### src/rtl/ctrl_pkg.sv
// Shared opcode and state-code definitions for the control sequencer.
// Pure declarations with no timing of their own.
// No handshake is involved here; the state values are the legacy 5-bit datapath codes.
package ctrl_pkg;

    localparam logic [3:0] OP_LOAD    = 4'd0;
    localparam logic [3:0] OP_MOVE    = 4'd1;
    localparam logic [3:0] OP_LDPC    = 4'd2;
    localparam logic [3:0] OP_BRANCH  = 4'd3;
    localparam logic [3:0] OP_ADD     = 4'd4;
    localparam logic [3:0] OP_XOR     = 4'd5;
    localparam logic [3:0] OP_SUB     = 4'd6;
    localparam logic [3:0] OP_MUL     = 4'd7;
    localparam logic [3:0] OP_DIV     = 4'd8;
    localparam logic [3:0] OP_ONES    = 4'd9;
    localparam logic [3:0] OP_ONESALL = 4'd10;

    typedef enum logic [4:0] {
        S_IDLE     = 5'b00000,
        S_LOAD     = 5'b00001,
        S_MOVE     = 5'b00010,
        S_LDPC     = 5'b00011,
        S_BRANCH   = 5'b00100,
        S_ADD1     = 5'b00101,
        S_ADD2     = 5'b00110,
        S_ADD3     = 5'b00111,
        S_XOR1     = 5'b01000,
        S_XOR2     = 5'b01001,
        S_XOR3     = 5'b01010,
        S_SUB1     = 5'b01011,
        S_SUB2     = 5'b01100,
        S_SUB3     = 5'b01101,
        S_MUL1     = 5'b01110,
        S_MUL2     = 5'b01111,
        S_MUL3     = 5'b10000,
        S_DIV1     = 5'b10001,
        S_DIV2     = 5'b10010,
        S_DIV3     = 5'b10011,
        S_ONES1    = 5'b10100,
        S_ONES2    = 5'b10101,
        S_ONES3    = 5'b10110,
        S_ONESALL1 = 5'b10111,
        S_ONESALL2 = 5'b11000,
        S_ONESALL3 = 5'b11001,
        S_ONESALL4 = 5'b11010,
        S_ONESALL5 = 5'b11011,
        S_ONESALL6 = 5'b11100,
        S_ONESALL7 = 5'b11101
    } state_e;

    function automatic logic is_terminal(input state_e s);
        case (s)
            S_LOAD, S_MOVE, S_LDPC, S_BRANCH, S_ADD3, S_XOR3, S_SUB3,
            S_MUL3, S_DIV3, S_ONES3, S_ONESALL7: is_terminal = 1'b1;
            default:                             is_terminal = 1'b0;
        endcase
    endfunction

endpackage

### src/rtl/loop_counter.sv
// Down-counter for the onesAll register walk, with load, decrement and zero flag.
// The count updates one cycle after clr/load/dec, and the zero flag follows it combinationally.
// No backpressure: clr overrides load, and load overrides dec.
module loop_counter #(
    parameter int CNT_W = 4
) (
    input  logic             clk,
    input  logic             rst_n,
    input  logic             clr,
    input  logic             load,
    input  logic [CNT_W-1:0] load_val,
    input  logic             dec,
    output logic [CNT_W-1:0] cnt,
    output logic             zero
);

    always_ff @(posedge clk) begin
        if (!rst_n || clr) begin
            cnt <= '0;
        end else if (load) begin
            cnt <= load_val;
        end else if (dec && cnt != '0) begin
            cnt <= cnt - 1'b1;
        end
    end

    assign zero = (cnt == '0);

endmodule

### src/rtl/ctrl_sequencer.sv
// Registered control sequencer: accepts one instruction and walks its legacy state chain.
// The first state appears 1 cycle after accept, and done is asserted during the terminal state.
// instr_ready is high only in IDLE without abort; mul2/div2 can stall on alu_done.
module ctrl_sequencer
    import ctrl_pkg::*;
#(
    parameter int INSTR_W      = 16,
    parameter int NREGS        = 16,
    parameter int CNT_W        = $clog2(NREGS),
    parameter bit MULDIV_STALL = 1'b1
) (
    input  logic               clk,
    input  logic               rst_n,
    input  logic               instr_valid,
    input  logic [INSTR_W-1:0] instr,
    output logic               instr_ready,
    input  logic               alu_done,
    input  logic               abort,
    output logic [4:0]         state,
    output logic [3:0]         opcode_q,
    output logic [CNT_W-1:0]   reg_idx,
    output logic               done,
    output logic               illegal_op
);

    state_e           st_q, st_d;
    logic             accept;
    logic             illegal_d;
    logic             cnt_load, cnt_dec, cnt_zero;
    logic [CNT_W-1:0] cnt;
    logic [3:0]       op_in;
    logic             unused_instr;

    assign op_in        = instr[INSTR_W-1 -: 4];
    assign unused_instr = ^instr[INSTR_W-5:0];
    assign instr_ready  = (st_q == S_IDLE) && !abort;
    assign accept       = instr_valid && instr_ready;

    always_ff @(posedge clk) begin
        if (!rst_n) begin
            st_q       <= S_IDLE;
            opcode_q   <= '0;
            illegal_op <= 1'b0;
        end else begin
            st_q       <= st_d;
            illegal_op <= illegal_d;
            if (accept) begin
                opcode_q <= op_in;
            end
        end
    end

    always_comb begin
        st_d      = S_IDLE;
        illegal_d = 1'b0;
        cnt_load  = 1'b0;
        cnt_dec   = 1'b0;
        if (!abort) begin
            case (st_q)
                S_IDLE: begin
                    if (accept) begin
                        case (op_in)
                            OP_LOAD:    st_d = S_LOAD;
                            OP_MOVE:    st_d = S_MOVE;
                            OP_LDPC:    st_d = S_LDPC;
                            OP_BRANCH:  st_d = S_BRANCH;
                            OP_ADD:     st_d = S_ADD1;
                            OP_XOR:     st_d = S_XOR1;
                            OP_SUB:     st_d = S_SUB1;
                            OP_MUL:     st_d = S_MUL1;
                            OP_DIV:     st_d = S_DIV1;
                            OP_ONES:    st_d = S_ONES1;
                            OP_ONESALL: st_d = S_ONESALL1;
                            default:    illegal_d = 1'b1;
                        endcase
                    end
                end
                S_ADD1:  st_d = S_ADD2;
                S_ADD2:  st_d = S_ADD3;
                S_XOR1:  st_d = S_XOR2;
                S_XOR2:  st_d = S_XOR3;
                S_SUB1:  st_d = S_SUB2;
                S_SUB2:  st_d = S_SUB3;
                S_MUL1:  st_d = S_MUL2;
                S_MUL2:  st_d = (!MULDIV_STALL || alu_done) ? S_MUL3 : S_MUL2;
                S_DIV1:  st_d = S_DIV2;
                S_DIV2:  st_d = (!MULDIV_STALL || alu_done) ? S_DIV3 : S_DIV2;
                S_ONES1: st_d = S_ONES2;
                S_ONES2: st_d = S_ONES3;
                S_ONESALL1: begin
                    st_d     = S_ONESALL2;
                    cnt_load = 1'b1;
                end
                S_ONESALL2: st_d = S_ONESALL3;
                S_ONESALL3: st_d = cnt_zero ? S_ONESALL7 : S_ONESALL4;
                S_ONESALL4: st_d = S_ONESALL5;
                S_ONESALL5: st_d = S_ONESALL6;
                S_ONESALL6: begin
                    st_d    = S_ONESALL3;
                    cnt_dec = 1'b1;
                end
                // Terminal states and the two unused codes all fall back to IDLE.
                default: st_d = S_IDLE;
            endcase
        end
    end

    loop_counter #(
        .CNT_W(CNT_W)
    ) u_loop_counter (
        .clk      (clk),
        .rst_n    (rst_n),
        .clr      (abort),
        .load     (cnt_load),
        .load_val (CNT_W'(NREGS - 1)),
        .dec      (cnt_dec),
        .cnt      (cnt),
        .zero     (cnt_zero)
    );

    // Iterations count down from NREGS-1, so this maps them to r1 upward.
    assign reg_idx = cnt_zero ? '0 : CNT_W'(NREGS - int'(cnt));
    assign state   = st_q;
    assign done    = is_terminal(st_q);

endmodule

### config.mk
export PLATFORM = sky130hd
export DESIGN_NAME = ctrl_sequencer
export DESIGN_NICKNAME = d
export VERILOG_FILES = /design/src/rtl/ctrl_pkg.sv /design/src/rtl/loop_counter.sv /design/src/rtl/ctrl_sequencer.sv
export SDC_FILE = /design/constraint.sdc
export NUM_CORES = 1
export LEC_CHECK = 0
export ABC_AREA = 1
export CORE_ASPECT_RATIO = 1.1
export CORE_MARGIN = 5
export CORE_UTILIZATION = 35
export CTS_CLUSTER_DIAMETER = 120
export DETAILED_ROUTE_END_ITERATION = 16
export PLACE_DENSITY_LB_ADDON = 0.25
export SLEW_MARGIN = 15
export SYNTH_ARGS = -nofsm -noshare
export SYNTH_HDL_FRONTEND = slang
export SYNTH_SLANG_ARGS = --single-unit
### constraint.sdc
create_clock -name clk -period 2.6 [get_ports clk]
set_clock_uncertainty 0.2 [all_clocks]
set_input_delay 0.52 -clock clk [delete_from_list [all_inputs] [get_ports clk]]
set_output_delay 0.52 -clock clk [all_outputs]
set_load 0.005 [all_outputs]
==> flow_summary.ini, run 1 <==
[final_layout]
layout.cells.non_filler = 265
layout_common_cells = 39 x nand2_1, 29 x inv_1, 23 x clkdlybuf4s50_1, 20 x nand3_1, 19 x buf_4
layout_commonest_cell = nand2_1
nets = 257
postLayoutCoreUtil = 0.5153
drive_gt1_frac = 0.1732
n_antenna_cell = 0
fillers = 326
area_growth_pct = 40.67

[timing]
tightest_slew_ns = 0.3138
finalSetupViolCount = 0
drv_slew = 0
rsz0062_at_grt = true
holdWs_ns = 0.2757
relSlewSlack = 0.7905
period_needed_ns = 2.425
max_freq_ghz = 0.4124
fin_crit_sh = 0.9327
finalHoldViolCount = 0

[floorplanning]
pin_count = 37
rows = 21
coreArea_sq_um = 3074
die_y_um = 69.49
dieArea_sq_um = 4453
die_w_um = 64.08
initial_core_util = 0.3663

[global_route]
grt_pass1_wl_mm = 4.919
antenna_found_initial = 0
grt_max_degree = 10
grt-ovfl-total = 0
grt_pass1_vias = 1172
grt_use_total = 0.1313

[clocking]
cts_max_level = 1
ctsHoldBuffers = 0
cts_buffer_depth = 2
root_buffer = clkbuf_4
cts_sinks = 15
cts_inserted_buffers = 3
cts_tree = done
clk_pin_slew_ns = 0.10
clkLatencyLatePin_ns = 0.28

[run_status]
status = finished clean

[setup_path]
cp_max_fo = 4
path_buf_inv = 5
endpoint_kind = flop
crit_path_start_kind = input pin
arrival_ns = 2.40
cp.required_ns = 2.57
critPathMostFrequentCell = nand2_1
critPathSlowestCell = clkdlybuf4s50_1
path_class = input pin to flop
critical_path.cell_chain = clkdlybuf4s50_1 -> inv_2 -> nand4_4 -> nor2_4 -> inv_2 -> nor2_2 -> nand2_1 -> o2111ai_1 -> nand2_2 -> inv_1 -> ha_1 -> inv_1 -> nand2_1 -> nand3_1 -> nand2_1 -> nand2_1 -> nand2_1
crit_family = simple AND/OR/NAND/NOR gates
slowest_delay_ns = 0.43

[yosys]
synthCells = 187
netlist_area_sq_um = 1126
synth-seq-cells = 15
yosysWarnings = 0
synth_nets = 212
yosysSeqAreaShare = 0.2667
avgSynthCellArea_sq_um = 6.022
synth_cell_types = 26

[placement]
dp_cells = 260
portBuffers = 24
hpwlAfterDp_mm = 2.327
gp_congestion = 0.9247

[routing]
drc = 0
viasPerCell = 4.872
vias = 1291
drt-initial-drc-count = 63
final_antenna_net_count = 0
routed_wl_mm = 2.852
first_pass_iters = 4
wl_per_cell_um = 10.76

[power]
p_leak_nw = 0.8039
power.density_nw_per_um2 = 296.4
ir_worst_vdd_mv = 0.1997

[worst_hold_path]
hp-class = flop to flop

[job]
maxCapViolCount = 0
## flip-flops by register name (all words and copies together) (netlist names)
register / flops
state: 5
opcode_q: 4
u_loop_counter.cnt: 4
done: 1
illegal_op: 1
## worst paths after layout
| check | startpoint | depth (start not counted) | to | slack (ns) |
|---|---|---|---|---|
| hold / removal | opcode_q[2] | 2 | opcode_q[2] | 0.28 |
| setup reg to reg | state[0] | 16 | done | 0.27 |
| setup / recovery | abort | 17 | done | 0.18 |
| hold reg to reg | opcode_q[2] | 2 | opcode_q[2] | 0.28 |
## area by class of cell
class / count / area (sq um) / area share
flip-flops and latches: 15 / 301.5 / 0.1904
clock buffers: 4 / 26.28 / 0.01659
well taps: 34 / 42.54 / 0.02686
multi-input cells: 133 / 693.2 / 0.4376
inverters: 36 / 135.1 / 0.08531
repair buffers: 43 / 385.4 / 0.2433
## worst min-delay path: cells and delay by family (launching register included)
family / cells / cell delay (ns)
AO/OA/AOI/OAI: 1 / 0.05
flip-flops: 1 / 0.32
AND/OR/NAND/NOR: 1 / 0.06
## repair_timing
action / CTS / global route
setup buffers: 0 / 1
cloned: 0 / 0
endpoints found under the setup margin: 1 / 2
resized for setup: 2 / 6
pin swaps: 0 / 0
## logic make-up after synthesis
family / synth area share
AO/OA/AOI/OAI: 0.1233
XOR/XNOR: 0.02334
adder cells (fa/ha/maj): 0.04445
buffers and inverters: 0.1322
flip-flops: 0.2667
AND/OR/NAND/NOR: 0.4100
## synthesized netlist by cell type
master / n / share of area
nand4_1: 2 / 0.011
nor2_4: 1 / 0.010
nand4_2: 1 / 0.011
o21ai_0: 13 / 0.058
xnor2_1: 2 / 0.016
dfxtp_1: 15 / 0.27
nand3_2: 1 / 0.0089
xor2_1: 1 / 0.0078
ha_1: 4 / 0.044
nand2_2: 1 / 0.0056
nand3_1: 20 / 0.089
or2_0: 1 / 0.0056
nand3b_1: 1 / 0.0067
inv_2: 4 / 0.013
nor2_1: 19 / 0.063
clkbuf_1: 1 / 0.0033
o211ai_1: 2 / 0.013
nor4_1: 3 / 0.017
nor2_2: 5 / 0.028
nand2_1: 41 / 0.14
o2111ai_1: 1 / 0.0078
buf_2: 2 / 0.0089
inv_1: 30 / 0.10
a21oi_1: 10 / 0.044
nor3_1: 4 / 0.018
clkinv_1: 2 / 0.0067
## through the flow
stage	worst slack, ns	cell area [sq um]	setup TNS [ns]	total power (W)
floorplan	0.4174	1126	0	0.0002843
global placement	-0.1957	1530	-0.2298	0.0003375
CTS	0.007458	1565	0	0.0004717
detailed placement	-0.2126	1530	-0.2489	0.0003377
global route	-0.02236	1584	-0.02236	0.0004954
finish	0.1751	1584	0	0.0004696
## where the power goes
part / internal, W / switching, W / total (W)
logic: 0.0000514 / 0.0000450 / 0.0000964
registers: 0.000236 / 0.00000408 / 0.000240
clock network: 0.0000594 / 0.0000738 / 0.000133
## per-layer routing
| layer | share of wire | vias to the layer above | track usage |
|---|---|---|---|
| met5 | 0 | - | 0 |
| met4 | 0.024 | 0 | 0.05774 |
| met1 | 0.46 | 557 | 0.1732 |
| met3 | 0.048 | 4 | 0.01297 |
| li1 | - | 693 | - |
| met2 | 0.47 | 37 | 0.2123 |
Power figures use the tool's default switching activity.
==> run 2: changes to the inputs <==
--- a/config.mk
+++ b/config.mk
@@ -6,12 +6,14 @@
 export NUM_CORES = 1
 export LEC_CHECK = 0
 export ABC_AREA = 1
+export ABC_CLOCK_PERIOD_IN_PS = 2600
 export CORE_ASPECT_RATIO = 1.1
 export CORE_MARGIN = 5
 export CORE_UTILIZATION = 35
+export CTS_BUF_LIST = sky130_fd_sc_hd__clkbuf_4
 export CTS_CLUSTER_DIAMETER = 120
 export DETAILED_ROUTE_END_ITERATION = 16
-export PLACE_DENSITY_LB_ADDON = 0.25
+export PLACE_DENSITY_LB_ADDON = 0.15
 export SLEW_MARGIN = 15
 export SYNTH_ARGS = -nofsm -noshare
 export SYNTH_HDL_FRONTEND = slang
==> run 2 against run 1 <==
Sequential power about the same; power is 2.5% higher; utilization rose by 0.12 points; sequential share of layout area down 0.12 points; combinational power rose by 1%; first-iteration DRC count up 13%; cell area increased by 0.24%; largest power group unchanged; highest routed layer unchanged.
==> flow_summary.ini, run 2 (synthesized netlist as in run 1, its figures left out) <==
[placement]
gp_congestion = 0.8666
portBuffers = 24
hpwlAfterDp_mm = 2.534

[power]
power.density_nw_per_um2 = 303.3
ir_worst_vdd_mv = 0.2240
seq_power_share = 0.499
p_int_w = 0.0003586
p_comb_frac = 0.202
pwr-share-clk = 0.299
switchingPower_w = 0.0001230
switching_share = 0.2553
p_total_w = 0.0004815
p_leak_nw = 0.8044

[routing]
routed_wl_mm = 3.012
vias = 1324
first_pass_iters = 4
viasPerCell = 4.977
final_antenna_net_count = 0
wl_per_cell_um = 11.32
drc = 0
drt-initial-drc-count = 71

[setup_path]
crit_family = buffers and inverters
endpoint_kind = output port
slowest_delay_ns = 0.49
regToRegEndpoint = done
cp_num_cells = 5
crit_path_start_kind = flop
path_buf_inv = 3
critical_path.cell_chain = nor2_2 -> nand4_4 -> buf_4 -> inv_1 -> clkdlybuf4s50_1
critPathSlowestCell = clkdlybuf4s50_1
rrSetupSlack_ns = 0.24
arrival_ns = 1.71
timing.rr.start = state[0]
cp_max_fo = 8
r2r_cells = 14
path_class = flop to output port
cp.required_ns = 1.88

[job]
maxCapViolCount = 0

[final_layout]
fillers = 327
postLayoutCoreUtil = 0.5165
largest_reg_flops = 5
layout_commonest_cell = nand2_1
nets = 258
layout_common_cells = 40 x nand2_1, 29 x inv_1, 23 x clkdlybuf4s50_1, 20 x nand3_1, 20 x buf_4
drive_gt1_frac = 0.1724
area_growth_pct = 41.00
n_antenna_cell = 0

[timing]
finalSetupViolCount = 0
tns_ns = 0
rsz0062_at_grt = false
drv_slew = 0
tightest_slew_ns = 0.3149
period_needed_ns = 2.432
finalHoldViolCount = 0
relSlewSlack = 0.7898
max_freq_ghz = 0.4111
fin_crit_sh = 0.9355

[worst_hold_path]
hp-class = flop to flop
holdPathEnd = opcode_q[3]
min_from = opcode_q[3]
hold_path_depth = 2

[global_route]
grt_use_total = 0.1365
grt-ovfl-total = 0
grt_max_degree = 10
antenna_found_initial = 0
grt_pass1_wl_mm = 5.126
grt_pass1_vias = 1213

[clocking]
clk_pin_slew_ns = 0.09
cts_sinks = 15
cts_buffer_depth = 2
cts_inserted_buffers = 3
root_buffer = clkbuf_4
clkLatencyLatePin_ns = 0.28
cts_tree = done
cts_max_level = 1

[floorplanning]
rows = 21
initial_core_util = 0.3663
dieArea_sq_um = 4453
coreArea_sq_um = 3074
die_y_um = 69.49
pin_count = 37
die_w_um = 64.08

[run_status]
status = finished clean
-- run 2: cell types whose count changed in the layout (fill, tap and decap cells not counted), sizes merged --
cell          before  now
dlygate4sd2        0    1
dlymetal6s2s       1    0
buf               19   20
-- run 2: worst register-to-register path, delay by kind of cell (launching register included) --
kind            cells  cell delay [ns]
compound gates      1             0.15
fa+ha+maj           1             0.30
buf+inv             2             0.12
flops               1             0.51
simple gates       10             0.98
-- run 2: through the flow --
| stage | setup WS (ns) | hold WS (ns) | instance area, sq um | instances |
|---|---|---|---|---|
| after CTS | 0.1516 | 0.2715 | 1583 | 266 |
| after global placement | -0.1422 | 0.2499 | 1538 | 261 |
| after floorplan | 0.4174 | 0.2556 | 1126 | 187 |
| after detailed placement | -0.2043 | 0.2584 | 1538 | 261 |
| after global routing | 0.01064 | 0.3126 | 1588 | 266 |
| final | 0.1677 | 0.2683 | 1588 | 266 |
-- run 2: worst max path at each step --
stage,from,endpoint
floorplan,abort,done
global placement,abort,done
detailed placement,abort,done
CTS,state[0],instr_ready
global route,instr[12],done
finish,state[0],instr_ready
-- run 2: cell type report --
class,count,area [sq um],area share
sequential,15,300.3,0.1891
clock buffer,4,30.03,0.01891
tap,34,42.54,0.02679
multi-input combinational,133,690.7,0.4350
timing repair buffer,44,389.1,0.2451
inverter,36,135.1,0.08511
-- run 2: power by group through the flow --
stage                     registers, W  clock network, W  logic [W]
after floorplan               0.000246                 0  0.0000388
after CTS                     0.000240          0.000149  0.0000980
final                         0.000240          0.000144  0.0000974
after detailed placement      0.000245                 0  0.0000954
after global placement        0.000245                 0  0.0000941
after global routing          0.000241          0.000161   0.000108
-- run 2: timing repair --
item,CTS,global route
cloned,0,0
endpoints found under the hold margin,0,0
hold buffers,0,0
buffers inserted,1,0
setup endpoints to repair,1,1
resized for setup,3,2
-- run 2: metal layers --
layer,part of all wire,up-vias,GRT usage
li1,-,691,-
met1,0.48,596,0.1888
met2,0.47,35,0.2190
met3,0.046,2,0.009724
met4,0.0073,0,0.04850
met5,0,-,0
==> run 3: changes to the inputs <==
--- a/config.mk
+++ b/config.mk
@@ -14,6 +14,7 @@
 export CTS_CLUSTER_DIAMETER = 120
 export DETAILED_ROUTE_END_ITERATION = 16
 export PLACE_DENSITY_LB_ADDON = 0.15
+export SETUP_SLACK_MARGIN = 0.4
 export SLEW_MARGIN = 15
 export SYNTH_ARGS = -nofsm -noshare
 export SYNTH_HDL_FRONTEND = slang
==> run 3 against run 2 <==
Clock power about the same; via count increased by 7.9%; combinational power increased by 14%; flip-flop and latch count unchanged.
==> flow_summary.ini, run 3 (synthesized netlist as in run 1, its figures left out) <==
[final_layout]
largest_reg_flops = 5
layout_commonest_cell = buf_4
design_area_sq_um = 1924
drive_gt1_frac = 0.4268
nets = 272
n_antenna_cell = 0
area_growth_pct = 70.89
layout.cells.non_filler = 280
layout_common_cells = 32 x buf_4, 30 x nand2_1, 17 x inv_2, 17 x inv_1, 15 x nand3_1

[run_status]
status = finished clean

[floorplanning]
die_w_um = 64.08
initial_core_util = 0.3663
pin_count = 37
dieArea_sq_um = 4453
rows = 21
coreArea_sq_um = 3074
die_y_um = 69.49

[setup_path]
critPathSlowestCell = dfxtp_4
path_class = flop to flop
cp_max_fo = 8
crit_path_start_kind = flop
arrival_ns = 2.12
cp.required_ns = 2.58
endpoint_kind = flop
critPathMostFrequentCell = nand2_1
critical_path.cell_chain = nor2_4 -> nand4_4 -> nor2_4 -> inv_2 -> nor2_4 -> nand2_2 -> o2111ai_2 -> nand2_2 -> inv_2 -> ha_4 -> inv_2 -> nand2_1 -> nand3_2 -> nand2_1 -> nand2_1 -> nand2_1
slowest_delay_ns = 0.40

[power]
power.density_nw_per_um2 = 255.5
ir_worst_vdd_mv = 0.2370
pwr-share-clk = 0.293
p_int_w = 0.0003602
switching_share = 0.2673
seq_power_share = 0.481
p_leak_nw = 0.9733
p_comb_frac = 0.226
switchingPower_w = 0.0001314

[worst_hold_path]
hp-class = flop to flop

[timing]
rsz0062_at_grt = true
period_needed_ns = 2.136
tightest_slew_ns = 0.2428
drv_slew = 0
fin_crit_sh = 0.8215
max_freq_ghz = 0.4682
finalSetupViolCount = 0
finalHoldViolCount = 0
relSlewSlack = 0.8368

[clocking]
clk_pin_slew_ns = 0.09
cts_tree = done
cts_sinks = 15
root_buffer = clkbuf_4
cts_buffer_depth = 2
cts_max_level = 1
clkLatencyLatePin_ns = 0.28
cts_inserted_buffers = 3

[routing]
routed_wl_mm = 3.458
viasPerCell = 5.100
first_pass_iters = 4
wl_per_cell_um = 12.35
vias = 1428
final_antenna_net_count = 0
drc = 0
drt-initial-drc-count = 40

[global_route]
grt_use_total = 0.1418
grt_pass1_vias = 1255
grt_max_degree = 10
grt_pass1_wl_mm = 5.354
antenna_found_initial = 0
grt-ovfl-total = 0

[placement]
hpwlAfterDp_mm = 2.534
gp_congestion = 0.8666
dp_cells = 261
portBuffers = 24
place_area_sq_um = 1538

[job]
maxCapViolCount = 0
==> run 3: changes by cell type in the layout (fill, tap and decap cells not counted), moves of 6 or more <==
| cell | previous run | this run |
|---|---|---|
| dlygate4sd2_1 | 1 | 9 |
| inv_1 | 29 | 17 |
| dfxtp_1 | 15 | 8 |
| buf_4 | 20 | 32 |
| clkdlybuf4s50_1 | 23 | 12 |
| nor2_1 | 18 | 12 |
| nand2_2 | 2 | 10 |
| nor2_4 | 1 | 9 |
| nand2_1 | 40 | 30 |
| inv_2 | 5 | 17 |
==> run 3: metrics by stage <==
stage / setup slack, ns / util / setup TNS (ns) / total power [W] / hold slack [ns]
4_1_cts: 0.2342 / 0.5495 / 0 / 0.0004909 / 0.2715
3_3_place_gp: -0.1422 / 0.5002 / -0.1708 / 0.0003394 / 0.2499
3_5_place_dp: -0.2043 / 0.5002 / -0.2436 / 0.0003409 / 0.2584
5_1_grt: 0.3261 / 0.6260 / 0 / 0.0005189 / 0.3127
2_1_floorplan: 0.4174 / - / 0 / 0.0002843 / 0.2556
6_report: 0.4642 / 0.6260 / 0 / 0.0004916 / 0.2677
==> run 3: worst max-delay path, delay by kind of cell, from the launching register on <==
kind            cells  cell delay (ns)
compound gates      1             0.07
fa+ha+maj           1             0.20
buf+inv             3             0.19
flops               1             0.40
simple gates       11             0.98
==> run 3: layout make-up <==
class,instances,area [sq um]
Clock buffer,4,30.03
Fill cell,274,1150
Inverter,36,135.1
Multi-Input combinational cell,133,889.6
Sequential cell,15,321.6
Tap cell,34,42.54
Timing Repair Buffer,58,505.5
==> run 3: per-layer routing <==
| metal | share of wire | vias to the layer above | track usage |
|---|---|---|---|
| met2 | 0.48 | 23 | 0.2235 |
| li1 | - | 722 | - |
| met3 | 0.025 | 8 | 0.009724 |
| met5 | 0 | - | 0 |
| met1 | 0.47 | 675 | 0.1978 |
| met4 | 0.020 | 0 | 0.05543 |
==> run 3: worst paths after layout <==
path	to	slack [ns]	cells after the start	start
setup / recovery	done	0.46	16	state[0]
hold / removal	opcode_q[3]	0.27	2	opcode_q[3]
setup reg to reg	done	0.46	16	state[0]
hold reg to reg	opcode_q[3]	0.27	2	opcode_q[3]
==> run 3: what timing repair did <==
item,4_1_cts,5_1_grt
setup buffers,5,10
resized for setup,46,43
pin swaps,13,21
endpoints found under the setup margin,6,3
hold buffers,0,0
==> run 3: power by group through the flow <==
stage | Combinational (W) | Sequential (W) | Clock [W]
finish | 0.000111 | 0.000236 | 0.000144
global route | 0.000122 | 0.000237 | 0.000160
CTS | 0.000102 | 0.000240 | 0.000149
detailed placement | 0.0000954 | 0.000245 | 0
global placement | 0.0000941 | 0.000245 | 0
floorplan | 0.0000388 | 0.000246 | 0
